===== src/rtl/timer_pkg.sv =====
// Shared types, widths and BCD helpers for the egg-timer datapath.
package timer_pkg;

  localparam int unsigned MAX_MINSEC = 59;
  localparam int unsigned BCD_W      = 4;
  localparam int unsigned SETVAL_W   = 6;

  typedef struct packed {
    logic [BCD_W-1:0] tens;
    logic [BCD_W-1:0] ones;
  } bcd_pair_t;

  // Clamp a 6-bit switch value to 59 and split it into BCD digits.
  function automatic bcd_pair_t bin6_to_bcd(input logic [SETVAL_W-1:0] v);
    logic [SETVAL_W-1:0] c;
    bcd_pair_t           r;
    c      = (v > SETVAL_W'(MAX_MINSEC)) ? SETVAL_W'(MAX_MINSEC) : v;
    r.tens = BCD_W'(c / SETVAL_W'(10));
    r.ones = BCD_W'(c % SETVAL_W'(10));
    return r;
  endfunction

  function automatic logic is_zero_bcd(input bcd_pair_t p);
    return (p == '0);
  endfunction

endpackage


===== src/rtl/timer_datapath_if.sv =====
// Control enables from the timer FSM and display results back out.
interface timer_datapath_if;
  import timer_pkg::*;

  logic                flashEn;
  logic                decEn;
  logic                timeWrtEn;
  logic                initValEn;
  logic                minEn;
  logic [SETVAL_W-1:0] setVal;
  logic                isTimeFlat;
  logic [BCD_W-1:0]    minTens;
  logic [BCD_W-1:0]    minOnes;
  logic [BCD_W-1:0]    secTens;
  logic [BCD_W-1:0]    secOnes;
  logic                blank;

  modport master (
    output flashEn, decEn, timeWrtEn, initValEn, minEn, setVal,
    input  isTimeFlat, minTens, minOnes, secTens, secOnes, blank
  );

  modport slave (
    input  flashEn, decEn, timeWrtEn, initValEn, minEn, setVal,
    output isTimeFlat, minTens, minOnes, secTens, secOnes, blank
  );
endinterface


===== src/rtl/timer_datapath_bcd_mod60_counter.sv =====
// Two-digit BCD down-counter over 00..59; decrementing from 00 wraps to 59.
module bcd_mod60_counter
  import timer_pkg::*;
(
  input  logic             clk,
  input  logic             reset,
  input  logic             load,
  input  bcd_pair_t        loadVal,
  input  logic             dec,
  output logic [BCD_W-1:0] tens,
  output logic [BCD_W-1:0] ones,
  output logic             zero
);

  logic [BCD_W-1:0] r_tens;
  logic [BCD_W-1:0] r_ones;
  bcd_pair_t        w_val;

  always_ff @(posedge clk or negedge reset) begin
    if (!reset) begin
      r_tens <= '0;
      r_ones <= '0;
    end else if (load) begin
      r_tens <= loadVal.tens;
      r_ones <= loadVal.ones;
    end else if (dec) begin
      if (r_ones != '0) begin
        r_ones <= r_ones - BCD_W'(1);
      end else if (r_tens != '0) begin
        r_ones <= BCD_W'(9);
        r_tens <= r_tens - BCD_W'(1);
      end else begin
        r_tens <= BCD_W'(5);
        r_ones <= BCD_W'(9);
      end
    end
  end

  assign w_val = {r_tens, r_ones};
  assign tens  = r_tens;
  assign ones  = r_ones;
  assign zero  = is_zero_bcd(w_val);

endmodule


===== src/rtl/timer_datapath.sv =====
// Egg-timer datapath: BCD mm:ss storage, switch load, 1 Hz countdown, end flash.
module timer_datapath
  import timer_pkg::*;
#(
  parameter int unsigned CLK_HZ    = 50_000_000,
  parameter int unsigned FLASH_DIV = 25_000_000
) (
  input  logic               clk,
  input  logic               reset,
  timer_datapath_if.slave    bus
);

  localparam int unsigned PW = (CLK_HZ > 1) ? $clog2(CLK_HZ) : 1;
  localparam int unsigned FW = (FLASH_DIV > 1) ? $clog2(FLASH_DIV) : 1;

  logic [PW-1:0]    r_presc;
  logic [FW-1:0]    r_flash_cnt;
  logic             r_blank;

  logic             w_load;
  bcd_pair_t        w_load_val;
  logic             w_tick;
  logic             w_dec_ok;
  logic             w_sec_zero;
  logic             w_min_zero;
  logic [BCD_W-1:0] w_sec_tens;
  logic [BCD_W-1:0] w_sec_ones;
  logic [BCD_W-1:0] w_min_tens;
  logic [BCD_W-1:0] w_min_ones;

  assign w_load     = bus.timeWrtEn & bus.initValEn;
  assign w_load_val = bin6_to_bcd(bus.setVal);
  assign w_tick     = bus.decEn & (r_presc == PW'(CLK_HZ - 1));
  // A load wins over the tick; at 00:00 the tick is swallowed so nothing underflows.
  assign w_dec_ok   = w_tick & ~w_load & ~(w_sec_zero & w_min_zero);

  always_ff @(posedge clk or negedge reset) begin
    if (!reset) begin
      r_presc <= '0;
    end else if (!bus.decEn || w_tick) begin
      r_presc <= '0;
    end else begin
      r_presc <= r_presc + PW'(1);
    end
  end

  bcd_mod60_counter u_sec (
    .clk     (clk),
    .reset   (reset),
    .load    (w_load & ~bus.minEn),
    .loadVal (w_load_val),
    .dec     (w_dec_ok),
    .tens    (w_sec_tens),
    .ones    (w_sec_ones),
    .zero    (w_sec_zero)
  );

  // Minutes borrow only when seconds are about to wrap from 00 to 59.
  bcd_mod60_counter u_min (
    .clk     (clk),
    .reset   (reset),
    .load    (w_load & bus.minEn),
    .loadVal (w_load_val),
    .dec     (w_dec_ok & w_sec_zero),
    .tens    (w_min_tens),
    .ones    (w_min_ones),
    .zero    (w_min_zero)
  );

  always_ff @(posedge clk or negedge reset) begin
    if (!reset) begin
      r_flash_cnt <= '0;
      r_blank     <= 1'b0;
    end else if (!bus.flashEn) begin
      r_flash_cnt <= '0;
      r_blank     <= 1'b0;
    end else if (r_flash_cnt == FW'(FLASH_DIV - 1)) begin
      r_flash_cnt <= '0;
      r_blank     <= ~r_blank;
    end else begin
      r_flash_cnt <= r_flash_cnt + FW'(1);
    end
  end

  assign bus.minTens    = w_min_tens;
  assign bus.minOnes    = w_min_ones;
  assign bus.secTens    = w_sec_tens;
  assign bus.secOnes    = w_sec_ones;
  assign bus.isTimeFlat = w_sec_zero & w_min_zero;
  assign bus.blank      = r_blank;

endmodule


===== src/flat_wrapper.sv =====
// flat-port wrapper written by rule: the top's interface ports become plain ports
module timer_datapath_flat import timer_pkg::*;
#(
  parameter int unsigned CLK_HZ    = 50_000_000,
  parameter int unsigned FLASH_DIV = 25_000_000
)
  (clk, reset, bus_flashEn, bus_decEn, bus_timeWrtEn, bus_initValEn, bus_minEn, bus_setVal, bus_isTimeFlat, bus_minTens, bus_minOnes, bus_secTens, bus_secOnes, bus_blank);
  timer_datapath_if bus_i ();
  input  logic clk;
  input  logic reset;
  input wire logic [$bits(bus_i.flashEn)-1:0] bus_flashEn;
  input wire logic [$bits(bus_i.decEn)-1:0] bus_decEn;
  input wire logic [$bits(bus_i.timeWrtEn)-1:0] bus_timeWrtEn;
  input wire logic [$bits(bus_i.initValEn)-1:0] bus_initValEn;
  input wire logic [$bits(bus_i.minEn)-1:0] bus_minEn;
  input wire logic [$bits(bus_i.setVal)-1:0] bus_setVal;
  output wire logic [$bits(bus_i.isTimeFlat)-1:0] bus_isTimeFlat;
  output wire logic [$bits(bus_i.minTens)-1:0] bus_minTens;
  output wire logic [$bits(bus_i.minOnes)-1:0] bus_minOnes;
  output wire logic [$bits(bus_i.secTens)-1:0] bus_secTens;
  output wire logic [$bits(bus_i.secOnes)-1:0] bus_secOnes;
  output wire logic [$bits(bus_i.blank)-1:0] bus_blank;
  assign bus_i.flashEn = bus_flashEn;
  assign bus_i.decEn = bus_decEn;
  assign bus_i.timeWrtEn = bus_timeWrtEn;
  assign bus_i.initValEn = bus_initValEn;
  assign bus_i.minEn = bus_minEn;
  assign bus_i.setVal = bus_setVal;
  assign bus_isTimeFlat = bus_i.isTimeFlat;
  assign bus_minTens = bus_i.minTens;
  assign bus_minOnes = bus_i.minOnes;
  assign bus_secTens = bus_i.secTens;
  assign bus_secOnes = bus_i.secOnes;
  assign bus_blank = bus_i.blank;
  timer_datapath #(.CLK_HZ(CLK_HZ), .FLASH_DIV(FLASH_DIV)) u_core (.clk(clk), .reset(reset), .bus(bus_i));
endmodule

===== config.mk =====
export PLATFORM = sky130hd
export DESIGN_NAME = timer_datapath_flat
export DESIGN_NICKNAME = d
export VERILOG_FILES = /design/src/rtl/timer_pkg.sv /design/src/rtl/timer_datapath_if.sv /design/src/rtl/timer_datapath_bcd_mod60_counter.sv /design/src/rtl/timer_datapath.sv /design/src/flat_wrapper.sv
export SDC_FILE = /design/constraint.sdc
export NUM_CORES = 1
export LEC_CHECK = 0
export ABC_AREA = 1
export CORE_ASPECT_RATIO = 1.1
export CORE_MARGIN = 2
export CORE_UTILIZATION = 42
export CTS_CLUSTER_DIAMETER = 120
export CTS_CLUSTER_SIZE = 40
export DETAILED_ROUTE_END_ITERATION = 12
export GPL_ROUTABILITY_DRIVEN = 0
export PLACE_DENSITY = 0.64
export SLEW_MARGIN = 5
export SYNTH_ARGS = -nofsm -noshare
export SYNTH_HDL_FRONTEND = slang
export SYNTH_SLANG_ARGS = --single-unit

===== constraint.sdc =====
create_clock -name clk -period 2 [get_ports clk]
set_input_delay 0.5 -clock clk [delete_from_list [all_inputs] [get_ports clk]]
set_output_delay 0.5 -clock clk [all_outputs]
set_load 0.01 [all_outputs]

==> results.md, run 1 <==
- Nets: 680
- Share of the synthesized area in the top cell type: 0.4079
- Total GRT Usage: 0.1952
- Root cell of the clock tree: clkbuf_8
- IO buf count: 30
- Fin crit period: 1.990 ns
- Synth area leaders: dfrtp_1 (41%), nand2_1 (9.7%), inv_1 (7.1%)
- Syn_nets: 582
- Pin count of the biggest net entering global routing: 53
- First-pass GRT wire length: 17.13 mm
- Ys flop type: dfrtp_1
- Setup TNS: 0 ns
- LEAKAGE: 2.529 nW
- CTS clk-pin slew, worst paths: 0.08 ns
- FF-to-FF Start: u_core.r_presc[0]$_DFF_PN0_
- Die ar.: 10750 um2
- Fin worst setup slack: 0.009886 ns
- Kind of critical path: reg2reg
- Post-DP HPWL: 7.274 mm
- Number of routed nets with antenna violations: 0
- Htree depth: 3
- Vert. Die Dim: 108.5 um
- Num ports: 31
- Clock latency on the worst-skew pair: 0.36 ns
- Drt initial violations: 144
- Reg2reg end: u_core.u_sec.tens[2]$_DFFE_PN0P_
- Yosys top cell by area: dfrtp_1
- Max transition margin: 0.7151
- Seq/Total Area, Yosys: 0.4079
- Critical Path Sink Type: register
- Startpoint Class: register
- Max-slew violation count: 0
- Fmax: 502.5 MHz
- Initial core utilization: 0.4280
- Most common cell in the netlist: nand2_1
- Outcome: completed
- M1 GR Usage: 0.2392
- Crit share post-route: 0.9951
- Total routed wirelength: 10.06 mm
- Worst R2R Path Depth: 14
- Seq. cell area: 1702 um2
- R2R Setup Slk: 0.01 ns
- Num rows: 38
- Yosys cell types: 41
- Yosys reg bits: 68
- Worst-Margin Slew: 0.4273 ns
- Max-cap viol count: 0
- Cells after synthesis: 563
- CTS tree: built
- Number of diodes: 0
- CP required: 2.28 ns
- Worst Path Max Fanout: 4
- Pwr Density: 724.2 nW/um2
- Share of cells above drive strength 1: 0.2748
- GR Overflow Total: 0
- Remaining DRCs: 0
- Post-Syn Area: 4172 um2
- Commonest cells in the netlist: nand2_1 (108), inv_1 (79), nor2_1 (69)
- Avg WL per Cell: 12.80 um
- Vias in the first global route: 3997
- Ys Warns: 0
- Core area: 9747 um2
- Multi-input logic area: 2350 um2
- Ys async rst share: 1.000
- GR peak layer: met2
- Total clock sinks: 68
- Crit path to: u_core.u_sec.tens[2]$_DFFE_PN0P_
- Drt pass-1 iters: 7
- Placed cell areas: 5012 um2
- Post-layout instance area: 5513 um2
- Die W: 99.02 um
- Endpoints failing hold: 0
- Worst Hold Class: in2async
- Pre-CTS setup slack: -0.8283 ns
- Worst Path Arrival: 2.27 ns
- Initial antenna violation count: 0
- Syn_area_per_cell: 7.409 um2
- Via density: 5.089
- Met2 Track Usage GR: 0.3277
- Fill cells: 890
- TritonCTS Buffers: 9
- Total number of vias: 4000
- # hold bufs at CTS: 0
- Max IR drop VDD: 0.5109 mV
- CP Launch Point: u_core.r_presc[0]$_DFF_PN0_
- Clk_skew: 0.008784 ns
- GR Layer Usage met3: 0.04008
- P&R area growth vs syn: 32.15%
- Post-synth EDFFs: 0
- Final setup viols: 0
- CTS max path bufs: 2
- RSZ-0062 raised after global routing: yes
==> timing repair <==
action,in CTS,in global routing
setup buffers,2,14
pin swaps,2,31
resized for setup,24,55
endpoints found under the setup margin,12,37
==> cell families after synthesis <==
group,after synthesis,synth area share
AOI/OAI and AO/OA,81,0.1086
xor gates and xnor gates,10,0.02100
adders and majority gates,6,0.01800
buffers and inverters,91,0.08428
DFF,68,0.4079
and+or+nand+nor,307,0.3602
==> worst min path at each step <==
stage                                     start                               end  slack (ns)
global route                              reset  u_core.u_min.tens[3]$_DFFE_PN0P_        0.08
CTS                                       reset  u_core.u_min.tens[3]$_DFFE_PN0P_        0.06
detailed placement                        reset  u_core.u_min.tens[3]$_DFFE_PN0P_        0.46
global placement    u_core.r_presc[0]$_DFF_PN0_       u_core.r_presc[0]$_DFF_PN0_        0.45
finish                                    reset  u_core.u_min.tens[3]$_DFFE_PN0P_        0.06
floorplan                                 reset      u_core.bus.blank$_DFFE_PN0P_        0.20
==> state kept, by name (all words and copies together), names as in the netlist <==
signal / cells
u_core.u_min.ones: 4
u_core.u_sec.tens: 4
u_core.u_sec.ones: 4
u_core.bus.blank: 1
u_core.r_flash_cnt: 25
u_core.u_min.tens: 4
u_core.r_presc: 26
==> critical path, stage by stage, from the launching register on <==
cell	delay (ns)
dfrtp_1	0.37
ha_2	0.20
nand3_2	0.10
nor2_2	0.14
nand2_2	0.08
nor2_4	0.15
nand4_2	0.11
nor2_2	0.17
buf_4	0.14
nor2_2	0.05
inv_2	0.07
nand2_2	0.08
inv_2	0.09
o211ai_1	0.09
o21ai_1	0.08
==> cell type report <==
cell class	instances	share of cell area
Multi-Input combinational cell	404	0.4262
Sequential cell	68	0.3087
Timing Repair Buffer	93	0.1416
Inverter	85	0.05969
Tap cell	120	0.02724
Clock buffer	9	0.02247
Clock inverter	7	0.01407
==> layer usage <==
layer | share of wire | vias to the layer above | routed length [um]
met5 | 0 | - | 0
met4 | 0.024 | 0 | 241
met3 | 0.032 | 19 | 319
met2 | 0.50 | 64 | 4990
met1 | 0.45 | 1888 | 4507
li1 | - | 2029 | -
==> metrics by stage <==
step,std cells,util,hold WS (ns),power (mW)
final,786,0.5656,0.06428,3.992
after global routing,786,0.5656,0.08377,4.232
after CTS,772,0.5371,0.06222,3.965
after detailed placement,754,0.5142,0.4615,2.743
after global placement,754,0.5142,0.4465,2.731
after floorplan,563,-,0.2044,2.146
==> cells in the final DEF, fill, tap and decap left out, types with 3 or more instances in the layout <==
master,synthesis,layout
xor2_1,8,8
clkbuf_8,0,9
ha_4,0,3
nand2_2,18,27
nor4_1,8,7
nor2_2,11,12
clkdlybuf4s50_1,0,24
o21ai_1,5,5
inv_2,6,9
a21oi_1,32,32
nor2_1,69,61
nand2_1,108,96
buf_4,0,62
clkinvlp_4,0,4
dfrtp_1,68,68
nand4_1,16,16
inv_1,79,74
nand2_4,3,5
buf_6,0,4
nor3_1,19,18
nor2_4,6,13
nand3_1,35,29
nand3_2,2,7
a31oi_1,3,3
nand3b_1,3,3
o21ai_0,30,29
==> report_power, final <==
group,switching [mW],internal (mW)
registers,0.0840,1.49
clock network,0.580,0.578
logic,0.628,0.628
total,1.29,2.70
(Power assumes the default switching activity.)
==> run 2: changes to the inputs <==
--- a/config.mk
+++ b/config.mk
@@ -8,12 +8,12 @@
 export ABC_AREA = 1
 export CORE_ASPECT_RATIO = 1.1
 export CORE_MARGIN = 2
-export CORE_UTILIZATION = 42
+export CORE_UTILIZATION = 50
 export CTS_CLUSTER_DIAMETER = 120
 export CTS_CLUSTER_SIZE = 40
 export DETAILED_ROUTE_END_ITERATION = 12
 export GPL_ROUTABILITY_DRIVEN = 0
-export PLACE_DENSITY = 0.64
+export PLACE_DENSITY = 0.74
 export SLEW_MARGIN = 5
 export SYNTH_ARGS = -nofsm -noshare
 export SYNTH_HDL_FRONTEND = slang
==> run 2 against run 1 <==
The run now ends with negative setup slack left. Hold slack better by 0.031 ns. Combinational power about the same. Total power grew 0.86%. Flip-flop and latch count stayed put. Cell count fell by 0.38%. Critical path type unchanged.
==> results.md, run 2 (synthesis gave the netlist of run 1 again) <==
- Outcome: finished, violations left
- Failing checks: negative setup slack
- IO buf count: 30
- Nets: 689
- Total GRT Usage: 0.2348
- TritonCTS Buffers: 9
- R2R Setup Slk: -0.02 ns
- Remaining DRCs: 0
- Initial antenna violation count: 0
- Via density: 5.367
- CTS tree: built
- Htree depth: 3
- Logic pwr share: 0.318
- Total number of vias: 4202
- Max transition margin: 0.6809
- Post-Route M1 WL: 4.451 mm
- Net Sw Power: 1.289 mW
- Kind of critical path: reg2reg
- Fin crit period: 2.015 ns
- CP Launch Point: u_core.r_presc[0]$_DFF_PN0_
- Met2 WL: 5.562 mm
- Biggest regs: u_core.r_presc: 26 flops, u_core.r_flash_cnt: 25 flops
- Top Metal Used: met4
- Commonest non-fill, non-tap cell in the layout: nand2_1
- Register bank with the most flops: u_core.r_presc
- Most frequent cells in the layout: nand2_1 (96), inv_1 (72), buf_4 (69)
- RSZ-0062 raised after global routing: yes
- Worst Hold Class: in2async
- First-pass GRT wire length: 17.49 mm
- Internal: 2.738 mW
- Worst-Margin Slew: 0.4786 ns
- Die ar.: 9091 um2
- Max-cap viol count: 0
- Worst Path Arrival: 2.25 ns
- Clock latency on the worst-skew pair: 0.35 ns
- Number of routed nets with antenna violations: 0
- Post-DP HPWL: 7.614 mm
- Setup TNS: -0.02181 ns
- P&R area growth vs syn: 34.79%
- # hold bufs at CTS: 0
- Seq. cell area: 1704 um2
- Fill cells: 635
- Number of diodes: 0
- Initial core utilization: 0.5216
- Pin count of the biggest net entering global routing: 22
- Die W: 91.09 um
- Max-slew violation count: 0
- Fin cells: 783
- WL met3: 404 um
- Avg WL per Cell: 13.67 um
- CTS max path bufs: 2
- Final core occ: 0.7031
- Clk network pwr share: 0.290
- Core area: 7998 um2
- Fin worst setup slack: -0.01542 ns
- GR Overflow Total: 0
- Multi-input logic area: 2409 um2
- Num rows: 34
- CP required: 2.24 ns
- Placed Cells: 743
- Total routed wirelength: 10.70 mm
- Pwr Density: 716.1 nW/um2
- CTS clk-pin slew, worst paths: 0.08 ns
- Max IR drop VDD: 0.6747 mV
- LEAKAGE: 2.590 nW
- Fmax: 496.2 MHz
- FF-to-FF Start: u_core.r_presc[0]$_DFF_PN0_
- Vert. Die Dim: 99.80 um
- Crit share post-route: 1.008
- Root cell of the clock tree: clkbuf_8
- Worst Path Max Fanout: 4
- Final setup viols: 2
- Share of cells above drive strength 1: 0.2948
- Drt initial violations: 149
- Critical Path Sink Type: register
- Placed cell areas: 4992 um2
- Total clock sinks: 68
- Drt pass-1 iters: 5
- Vias in the first global route: 4104
- Endpoints failing hold: 0
- Sw Ratio: 0.3200
- Post-layout instance area: 5623 um2
- Max reg flops: 26
- Num ports: 31
- Reg power frac: 0.392
- Clk_skew: 0.008245 ns
- Startpoint Class: register
[run 2: changes by cell type in the layout (fill, tap and decap cells not counted), sizes merged]
cell / before / now
buf: 69 / 78
clkinvlp: 4 / 1
clkbuf: 9 / 11
inv: 85 / 86
[run 2: layout make-up]
type	instances	share of cell area
Multi-Input combinational cell	404	0.4283
Clock buffer	11	0.02514
Inverter	85	0.05852
Clock inverter	5	0.01068
Tap cell	108	0.02403
Timing Repair Buffer	102	0.1502
Sequential cell	68	0.3031
[run 2: through the flow]
stage                     power, mW  hold slack, ns  setup slack, ns
after global placement        2.746          0.4442          -0.7390
final                         4.027         0.09570         -0.01542
after detailed placement      2.770          0.4577          -0.8459
after CTS                     3.954          0.1051        0.0002722
after floorplan               2.146          0.2044         -0.07519
after global routing          4.236          0.1264          -0.1785
[run 2: power by group through the flow]
stage	Sequential, mW	Combinational [mW]	Clock (mW)
finish	1.58	1.28	1.17
global route	1.59	1.41	1.23
CTS	1.57	1.20	1.18
detailed placement	1.59	1.18	0
global placement	1.59	1.16	0
floorplan	1.68	0.463	0
[run 2: worst max-delay path: stages, from the launching register on]
cell     delay [ns]
dfrtp_1        0.41
ha_4           0.16
nand3_4        0.09
nor2_4         0.11
nand2_2        0.07
nor2_4         0.17
nand2_2        0.10
nor2_4         0.11
nand2_2        0.08
nor2_4         0.12
nand2_2        0.09
nor3_2         0.21
nand2_1        0.07
nand2_1        0.06
nor2_1         0.04
[run 2: repair_timing]
| action | CTS | global route |
|---|---|---|
| pin swaps | 10 | 41 |
| resized for setup | 30 | 65 |
| setup buffers | 1 | 23 |
| endpoints found under the setup margin | 11 | 38 |
[run 2: per-layer routing]
layer,GRT usage,vias to the layer above
li1,-,2045
met1,0.2899,2018
met2,0.4148,114
met3,0.03003,25
met4,0.1026,0
met5,0,-
[run 2: worst paths after layout]
path,endpoint,depth (start not counted)
worst min register to register,u_core.r_presc[2]$_DFF_PN0_,1
max in group asynchronous,u_core.r_presc[2]$_DFF_PN0_,2
worst max register to register,u_core.r_presc[20]$_DFF_PN0_,14
min in group clk,u_core.r_presc[2]$_DFF_PN0_,1
worst max-delay path,u_core.r_presc[20]$_DFF_PN0_,14
worst min-delay path,u_core.r_flash_cnt[4]$_DFF_PN0_,1
==> run 3: changes to the inputs <==
--- a/config.mk
+++ b/config.mk
@@ -6,14 +6,16 @@
 export NUM_CORES = 1
 export LEC_CHECK = 0
 export ABC_AREA = 1
-export CORE_ASPECT_RATIO = 1.1
+export CELL_PAD_IN_SITES_DETAIL_PLACEMENT = 2
+export CELL_PAD_IN_SITES_GLOBAL_PLACEMENT = 2
+export CORE_ASPECT_RATIO = 0.6
 export CORE_MARGIN = 2
-export CORE_UTILIZATION = 50
+export CORE_UTILIZATION = 34
 export CTS_CLUSTER_DIAMETER = 120
 export CTS_CLUSTER_SIZE = 40
 export DETAILED_ROUTE_END_ITERATION = 12
 export GPL_ROUTABILITY_DRIVEN = 0
-export PLACE_DENSITY = 0.74
+export PLACE_DENSITY = 0.83
 export SLEW_MARGIN = 5
 export SYNTH_ARGS = -nofsm -noshare
 export SYNTH_HDL_FRONTEND = slang
==> run 3 against run 2 <==
The run still ends with negative setup slack left. Non-clock buffer count grew 32. Sequential power grew 4%. Routed wire length grew 150%. Flip-flop and latch count is the same. Die area grew 45%. Cell count grew 11%. Combinational power grew 39%. Setup slack lost 0.32 ns. Critical endpoint is now u_core.r_flash_cnt[18]$_DFF_PN0_.
==> results.md, run 3 (synthesis gave the netlist of run 1 again) <==
- Fmax: 427.8 MHz
- Initial core utilization: 0.3469
- Worst Path Arrival: 2.58 ns
- Placed cell areas: 5144 um2
- Share of cells above drive strength 1: 0.4063
- Clk_skew: 0.01224 ns
- Drt initial violations: 324
- Pwr Density: 780.9 nW/um2
- Initial antenna violation count: 0
- PnR Total Power: 5.103 mW
- Sw Ratio: 0.3713
- Net Sw Power: 1.895 mW
- Max reg flops: 26
- Startpoint Class: register
- Total clock sinks: 68
- WL met3: 1.300 mm
- Top Metal Used: met4
- Total number of vias: 5068
- Clock latency on the worst-skew pair: 0.35 ns
- Logic pwr share: 0.348
- Htree depth: 3
- Core area: 12020 um2
- Fin crit period: 2.338 ns
- CTS max path bufs: 2
- Max-slew violation count: 0
- TritonCTS Buffers: 9
- RSZ-0062 raised after global routing: yes
- Max-cap viol count: 0
- Biggest regs: u_core.r_presc: 26 flops, u_core.r_flash_cnt: 25 flops
- Number of diodes: 0
- Post-layout instance area: 6535 um2
- Vert. Die Dim: 89.80 um
- Placed Cells: 809
- Register bank with the most flops: u_core.r_presc
- CTS clk-pin slew, worst paths: 0.07 ns
- Worst Path Max Fanout: 4
- Pin count of the biggest net entering global routing: 39
- Setup TNS: -9.286 ns
- Failing checks: negative setup slack
- Fin cells: 869
- CTS tree: built
- Reg power frac: 0.324
- Root cell of the clock tree: clkbuf_16
- Worst hold slack: 0.08337 ns
- Kind of critical path: reg2reg
- Fin worst setup slack: -0.3376 ns
- Endpoints failing hold: 0
- Remaining DRCs: 0
- Avg WL per Cell: 30.56 um
- Critical Path Sink Type: register
- Outcome: finished, violations left
- Num rows: 31
- Die W: 147 um
- Met2 WL: 13.08 mm
- Total GRT Usage: 0.3258
- Commonest non-fill, non-tap cell in the layout: buf_4
- Nets: 721
- Die ar.: 13200 um2
- Number of routed nets with antenna violations: 0
- Via density: 5.832
- Max transition margin: 0.6272
- LEAKAGE: 3.070 nW
- Internal: 3.208 mW
- # hold bufs at CTS: 0
- Total routed wirelength: 26.56 mm
- Clk network pwr share: 0.327
- P&R area growth vs syn: 56.66%
- Post-Route M1 WL: 10.95 mm
- Pre-CTS setup slack: -1.046 ns
- Vias in the first global route: 5329
- Num ports: 31
- First-pass GRT wire length: 32.61 mm
- IO buf count: 30
- Final setup viols: 55
- Post-DP HPWL: 12.88 mm
- Worst-Margin Slew: 0.5541 ns
- Most frequent cells in the layout: buf_4 (84), nand2_1 (81), inv_1 (66)
- CP required: 2.25 ns
- Final core occ: 0.5435
- Crit share post-route: 1.169
- Worst Hold Class: in2async
- GR Overflow Total: 0
- Drt pass-1 iters: 5
- Max IR drop VDD: 0.9685 mV
## run 3: changes by cell type in the layout (fill, tap and decap cells not counted), sizes merged
cell	previous run	this run
clkbuf	11	10
inv	86	85
clkdlybuf4s50	24	21
buf	78	110
clkinvlp	1	0
dlymetal6s2s	0	3
## run 3: layout make-up
class	instances	area (um2)
fillers	1281	5489
multi-input cells	404	2815
well taps	165	206.4
flip-flops and latches	68	1705
inverters	85	351.6
clock buffers	10	239.0
clock inverters	3	40.04
repair buffers	134	1177
## run 3: timing repair
item / 4_1_cts / 5_1_grt
endpoints found under the hold margin: 0 / 0
resized for setup: 89 / 134
setup endpoints to repair: 40 / 55
buffers inserted: 27 / 25
pin swaps: 29 / 50
cloned: 0 / 0
## run 3: power by group through the flow
stage / clock, mW / sequential (mW) / combinational [mW]
floorplan: 0 / 1.68 / 0.463
global placement: 0 / 1.60 / 1.16
detailed placement: 0 / 1.62 / 1.27
CTS: 1.60 / 1.62 / 1.41
global route: 1.72 / 1.66 / 1.86
finish: 1.67 / 1.65 / 1.78
## run 3: final timing paths
check / startpoint / depth (start not counted) / slack, ns / endpoint
worst min register to register: u_core.r_presc[21]$_DFF_PN0_ / 1 / 0.59 / u_core.r_presc[21]$_DFF_PN0_
worst min-delay path: reset / 1 / 0.08 / u_core.r_flash_cnt[5]$_DFF_PN0_
worst max register to register: u_core.r_flash_cnt[0]$_DFF_PN0_ / 13 / -0.34 / u_core.r_flash_cnt[18]$_DFF_PN0_
min in group clk: u_core.r_presc[21]$_DFF_PN0_ / 1 / 0.59 / u_core.r_presc[21]$_DFF_PN0_
worst max-delay path: u_core.r_flash_cnt[0]$_DFF_PN0_ / 13 / -0.34 / u_core.r_flash_cnt[18]$_DFF_PN0_
max in group asynchronous: reset / 2 / 1.30 / u_core.r_presc[3]$_DFF_PN0_
## run 3: layer usage
metal | vias to the layer above | track usage
met5 | - | 0
met4 | 0 | 0.08974
met3 | 91 | 0.07360
met2 | 226 | 0.5759
met1 | 2636 | 0.4014
li1 | 2115 | -
## run 3: worst max-delay path, cell delays in order, from the launching register on
cell and delay, ns:
dfrtp_1 0.40, ha_2 0.22, nand2_2 0.09, nor2_4 0.15, nand2_2 0.10, nor2_4 0.15
nand3_2 0.14, inv_1 0.14, nand2_2 0.09, nor2_4 0.21, nand2_4 0.12, nor2_4 0.12
a21oi_1 0.09, nor2_1 0.21
